File: config.mk
export PLATFORM = sky130hd
export DESIGN_NAME = led_scan_sequencer_flat
export DESIGN_NICKNAME = d
export VERILOG_FILES = /design/src/rtl/led_scan_sequencer_if.sv /design/src/rtl/led_scan_sequencer.sv /design/src/flat_wrapper.sv
export SDC_FILE = /design/constraint.sdc
export NUM_CORES = 1
export LEC_CHECK = 0
export BUFFER_PORTS_ARGS = -buffer_cell sky130_fd_sc_hd__buf_2
export CORE_MARGIN = 2
export CORE_UTILIZATION = 40
export CTS_CLUSTER_SIZE = 24
export DETAILED_ROUTE_END_ITERATION = 12
export GPL_ROUTABILITY_DRIVEN = 1
export MAX_ROUTING_LAYER = met4
export SETUP_SLACK_MARGIN = 0.4
export SYNTH_ARGS = -nofsm -noshare
export SYNTH_HDL_FRONTEND = slang
export SYNTH_SLANG_ARGS = --single-unit
File: constraint.sdc
create_clock -name clk -period 6 [get_ports clk]
set_clock_uncertainty 0.1 [all_clocks]
set_input_delay 0 -clock clk [delete_from_list [all_inputs] [get_ports clk]]
set_output_delay 0 -clock clk [all_outputs]
set_load 0.01 [all_outputs]
File: src/rtl/led_scan_sequencer_if.sv
// Control and LED-select signals between a scan controller and the sequencer.
// The master drives start/stop/pattern settings; the slave returns decoder codes and status.
interface led_scan_sequencer_if #(
  parameter int DIV_W = 8
);
  logic             start;
  logic             stop;
  logic [1:0]       mode;
  logic [DIV_W-1:0] period;
  logic [2:0]       switch;
  logic [2:0]       enable;
  logic             busy;
  logic             wrap;

  modport master (
    output start, stop, mode, period,
    input  switch, enable, busy, wrap
  );

  modport slave (
    input  start, stop, mode, period,
    output switch, enable, busy, wrap
  );
endinterface

File: src/rtl/led_scan_sequencer.sv
// Drives a 3-to-8 active-low LED decoder so that one LED is lit and scans
// up, down or bouncing across the eight positions at a programmable dwell.
module led_scan_sequencer #(
  parameter int DIV_W = 8
) (
  input  logic                 clk,
  input  logic                 rst,
  led_scan_sequencer_if.slave  bus
);

  typedef enum logic [1:0] {IDLE, RUN, HOLD} state_t;

  localparam logic [1:0] MODE_DOWN   = 2'b01;
  localparam logic [1:0] MODE_BOUNCE = 2'b10;
  localparam logic       DIR_UP      = 1'b0;
  localparam logic       DIR_DOWN    = 1'b1;

  state_t           state_q, state_d;
  logic [2:0]       pos_q, pos_d;
  logic [DIV_W-1:0] presc_q, presc_d;
  logic             dir_q, dir_d;
  logic [1:0]       mode_q, mode_d;
  logic [DIV_W-1:0] period_q, period_d;
  logic             wrap_q, wrap_d;
  logic [2:0]       enable_q, enable_d;
  logic             busy_q, busy_d;

  logic [2:0] step_pos;
  logic       step_dir;
  logic       step_wrap;

  // Next position for one step of the latched pattern.
  always_comb begin
    step_pos  = pos_q + 3'd1;
    step_dir  = dir_q;
    step_wrap = (pos_q == 3'd7);
    case (mode_q)
      MODE_DOWN: begin
        step_pos  = pos_q - 3'd1;
        step_wrap = (pos_q == 3'd0);
      end
      MODE_BOUNCE: begin
        step_wrap = 1'b0;
        if (dir_q == DIR_UP) begin
          if (pos_q == 3'd7) begin
            step_pos = 3'd6;
            step_dir = DIR_DOWN;
          end
        end else if (pos_q == 3'd0) begin
          step_pos = 3'd1;
          step_dir = DIR_UP;
        end else begin
          step_pos  = pos_q - 3'd1;
          step_wrap = (pos_q == 3'd1);
        end
      end
      default: ;
    endcase
  end

  always_comb begin
    state_d  = state_q;
    pos_d    = pos_q;
    presc_d  = presc_q;
    dir_d    = dir_q;
    mode_d   = mode_q;
    period_d = period_q;
    wrap_d   = 1'b0;
    case (state_q)
      IDLE: begin
        if (bus.start && !bus.stop) begin
          state_d  = RUN;
          mode_d   = bus.mode;
          period_d = bus.period;
          presc_d  = '0;
          pos_d    = (bus.mode == MODE_DOWN) ? 3'd7 : 3'd0;
          dir_d    = (bus.mode == MODE_DOWN) ? DIR_DOWN : DIR_UP;
        end
      end
      RUN: begin
        if (bus.stop) begin
          // The pausing cycle still counts toward dwell; only the step is deferred.
          state_d = HOLD;
          if (presc_q != period_q) begin
            presc_d = presc_q + DIV_W'(1);
          end
        end else if (presc_q == period_q) begin
          presc_d = '0;
          pos_d   = step_pos;
          dir_d   = step_dir;
          wrap_d  = step_wrap;
        end else begin
          presc_d = presc_q + DIV_W'(1);
        end
      end
      HOLD: begin
        if (bus.stop) begin
          state_d = IDLE;
          pos_d   = 3'd0;
          presc_d = '0;
        end else if (bus.start) begin
          state_d = RUN;
        end
      end
      default: state_d = IDLE;
    endcase
    busy_d   = (state_d != IDLE);
    enable_d = busy_d ? 3'b100 : 3'b000;
  end

  always_ff @(posedge clk or posedge rst) begin
    if (rst) begin
      state_q  <= IDLE;
      pos_q    <= 3'd0;
      presc_q  <= '0;
      dir_q    <= DIR_UP;
      mode_q   <= 2'b00;
      period_q <= '0;
      wrap_q   <= 1'b0;
      enable_q <= 3'b000;
      busy_q   <= 1'b0;
    end else begin
      state_q  <= state_d;
      pos_q    <= pos_d;
      presc_q  <= presc_d;
      dir_q    <= dir_d;
      mode_q   <= mode_d;
      period_q <= period_d;
      wrap_q   <= wrap_d;
      enable_q <= enable_d;
      busy_q   <= busy_d;
    end
  end

  assign bus.switch = pos_q;
  assign bus.enable = enable_q;
  assign bus.busy   = busy_q;
  assign bus.wrap   = wrap_q;

endmodule

File: src/flat_wrapper.sv
// flat-port wrapper written by rule: the top's interface ports become plain ports
module led_scan_sequencer_flat 
#(
  parameter int DIV_W = 8
)
  (clk, rst, bus_start, bus_stop, bus_mode, bus_period, bus_switch, bus_enable, bus_busy, bus_wrap);
  led_scan_sequencer_if #(.DIV_W(DIV_W)) bus_i ();
  input  logic clk;
  input  logic rst;
  input wire logic [$bits(bus_i.start)-1:0] bus_start;
  input wire logic [$bits(bus_i.stop)-1:0] bus_stop;
  input wire logic [$bits(bus_i.mode)-1:0] bus_mode;
  input wire logic [$bits(bus_i.period)-1:0] bus_period;
  output wire logic [$bits(bus_i.switch)-1:0] bus_switch;
  output wire logic [$bits(bus_i.enable)-1:0] bus_enable;
  output wire logic [$bits(bus_i.busy)-1:0] bus_busy;
  output wire logic [$bits(bus_i.wrap)-1:0] bus_wrap;
  assign bus_i.start = bus_start;
  assign bus_i.stop = bus_stop;
  assign bus_i.mode = bus_mode;
  assign bus_i.period = bus_period;
  assign bus_switch = bus_i.switch;
  assign bus_enable = bus_i.enable;
  assign bus_busy = bus_i.busy;
  assign bus_wrap = bus_i.wrap;
  led_scan_sequencer #(.DIV_W(DIV_W)) u_core (.clk(clk), .rst(rst), .bus(bus_i));
endmodule
==> metrics.md <==
| Metric | Value |
|---|---|
| Status | `complete, no violations` |
| DR WL/cell | `14.3 µm` |
| Core Util, Final | `48.2%` |
| Crit. End Element | `flip-flop` |
| Root Driver | `clkbuf_8` |
| Top-area cell type share of the netlist area | `36.4%` |
| Vias | `1437` |
| Antenna violation net count after detailed routing | `0` |
| Max clock buf depth | `2` |
| Syn_area_per_cell | `9.89 µm²` |
| Layout cell share with drive strength beyond 1 | `21.1%` |
| Post-route DRC | `0` |
| CP required | `6.11 ns` |
| Worst Setup Start Kind | `flip-flop` |
| Ant diodes | `0` |
| DP Area | `1900 µm²` |
| Max_cap viols | `0` |
| Final Max Tran Viols | `0` |
| Die ar. | `5020 µm²` |
| Slew @ Worst Pin | `1.00 ns` |
| Kind of critical path | `reg -> reg` |
| Io pins | `22` |
| Synthesis Warnings | `0` |
| CP max stage cell | `or4_1` |
| Clock slew at reported path FFs | `0.09 ns` |
| PortBufs | `19` |
| Vias/cell | `5.51` |
| Leak pwr | `0.936 nW` |
| Post-route cell area | `2080 µm²` |
| Peak supply drop | `222 µV` |
| Cells after synthesis | `181` |
| Routed WL | `3740 µm` |
| PwrDens | `412 nW/µm²` |
| RSZ-0062 raised after global routing | `no` |
| Clock latency on the worst-skew pair | `0.27 ns` |
| Tmin final | `2.33 ns` |
| Sequential share of the synthesized area | `36.4%` |
| Area contributors post-synth | `dfrtp_1 (36%), ha_1 (9.8%), mux2_2 (8.2%)` |
| Final period util | `38.8%` |
| Initial DRC Count | `56` |
| Initial Utilization | `41.4%` |
| Initial antenna violation count | `0` |
| Setup tns final | `0 ns` |
| Final Hold Fails | `0` |
| Initial DRT Pass Iterations | `4` |
| Setup Viol. Count Final | `0` |
| Asr flop ratio synth | `100%` |
| Gr usage total | `16.9%` |
| H-tree levels | `1` |
| Cell taking the most area after synthesis | `dfrtp_1` |
| Synthesized area | `1790 µm²` |
| Synth-to-Final Area Change | `16.5%` |
| Largest net degree at the start of global routing | `27` |
| Max incr delay on CP | `0.50 ns` |
| Clock buffer count from CTS | `3` |
| TritonCTS clock tree | `done` |
| Chip Width | `70.9 µm` |
| Post-synthesis cell type count | `50` |
| Gr ovfl total | `0` |
| First-pass GRT wire length | `6600 µm` |
| Row cnt | `24` |
| Relative slew slack | `33.1%` |
| Most common cell after layout, fill and taps aside | `dfrtp_1` |
| Routability cong. | `0.935` |
| CTS resizes | `0` |
| Worst-path cell chain | `inv_1 > ha_1 > nor2b_1 > a211oi_2 > o311ai_1 > or4_1 > nand3_1` |
| Die height | `70.9 µm` |
| Post-DP HPWL | `2850 µm` |
| Most frequent cells in the layout | `dfrtp_1 (26), buf_2 (19), ha_1 (14)` |
| CTS Sinks | `26` |
| Synth Flop Type | `dfrtp_1` |
| Number of synthesized flops with an enable pin | `0` |
| Nets | `238` |
| Synthesized flop and latch total | `26` |
| Max Clock Freq | `430 MHz` |
| Max FO, Critical Path | `6` |
| Core area | `4320 µm²` |
| Hold Path Class | `in -> reg` |
| Vias in the first global route | `1469` |
| Arr. time, crit path | `2.44 ns` |
| Fillers | `435` |
| Final Power | `0.000859 W` |
| Hold_ws | `0.0177 ns` |
[final timing paths]
| check | start | slack (ns) | cells past startpoint | end |
|---|---|---|---|---|
| worst min register to register | u_core.period_q[2]$_DFFE_PP0P_ | 0.43 | 1 | u_core.period_q[2]$_DFFE_PP0P_ |
| worst min-delay path | bus_stop | 0.02 | 3 | u_core.state_q[1]$_DFF_PP0_ |
| min in group asynchronous | rst | 0.40 | 3 | u_core.period_q[0]$_DFFE_PP0P_ |
| worst max register to register | u_core.state_q[0]$_DFF_PP0_ | 3.67 | 7 | u_core.presc_q[7]$_DFFE_PP0P_ |
| worst max-delay path | u_core.state_q[0]$_DFF_PP0_ | 3.67 | 7 | u_core.presc_q[7]$_DFFE_PP0P_ |
| max in group asynchronous | rst | 4.79 | 3 | u_core.presc_q[7]$_DFFE_PP0P_ |
[registers in the layout (all words and copies together), names as in the netlist]
name and count:
u_core.bus.switch 3, u_core.period_q 8, u_core.dir_q 1, u_core.presc_q 8
u_core.bus.wrap 1, u_core.state_q 2, u_core.mode_q 2, u_core.bus.enable 1
[metrics by stage]
| step | cells | setup slack (ns) |
|---|---|---|
| after global placement | 244 | 3.81 |
| after detailed placement | 244 | 3.69 |
| final | 261 | 3.67 |
| after CTS | 261 | 3.68 |
| after floorplan | 182 | 3.95 |
| after global routing | 261 | 3.50 |
[logic make-up after synthesis]
kind of cell / count (synthesis) / synth area share [%]
simple gates: 53 / 17.2
compound gates: 39 / 15.9
flops: 26 / 36.4
buf+inv: 22 / 5.73
mux: 17 / 10.4
fa+ha+maj: 14 / 9.79
xor+xnor: 9 / 4.41
other cells: 1 / 0.210
[Yosys cell counts, types with 3 or more instances]
| master | number |
|---|---|
| a21oi_1 | 6 |
| buf_4 | 3 |
| clkbuf_1 | 3 |
| dfrtp_1 | 26 |
| ha_1 | 14 |
| inv_1 | 13 |
| mux2_2 | 13 |
| mux2i_1 | 4 |
| nand2_1 | 7 |
| nand2b_1 | 8 |
| nand3_1 | 6 |
| nand3b_1 | 3 |
| nand4_1 | 4 |
| nor2_1 | 6 |
| nor2b_1 | 3 |
| nor3_1 | 4 |
| o21ai_0 | 8 |
| o221ai_1 | 4 |
| o31ai_1 | 3 |
| xnor2_1 | 7 |
[critical path, delay by kind of cell (launching register included)]
family	cells	cell delay, ns
buffers and inverters	1	0.10
adder cells (fa/ha/maj)	1	0.23
AND/OR/NAND/NOR	3	0.75
flip-flops	1	0.41
AO/OA/AOI/OAI	2	0.67
[final cells by class]
cell class	instances	area, µm²	area share [%]
multi-input cells	134	1040	49.9
flip-flops and latches	26	651	31.2
repair buffers	32	225	10.8
well taps	52	65.1	3.12
clock buffers	4	55.1	2.64
inverters	13	48.8	2.34
[report_power, final]
group          leakage (nW)  total [W]  internal, W  switching, W
combinational         0.575   0.000449     0.000209      0.000240
clock                0.0288   0.000112    0.0000587     0.0000537
sequential            0.332   0.000298     0.000234     0.0000645
total                 0.936   0.000859     0.000502      0.000358
[timing repair]
item,in CTS,in global routing
buffers inserted,0,0
hold buffers,13,0
hold endpoints to repair,37,0
[per-layer routing]
layer / GRT usage (%) / up-vias / part of all wire [%]
met5: - / - / 0
met3: 2.28 / 8 / 3.7
met2: 27.8 / 40 / 46
li1: - / 711 / -
met4: 6.92 / 0 / 2.6
met1: 20.9 / 678 / 47
Note: power is estimated with default switching activity, not from simulation.
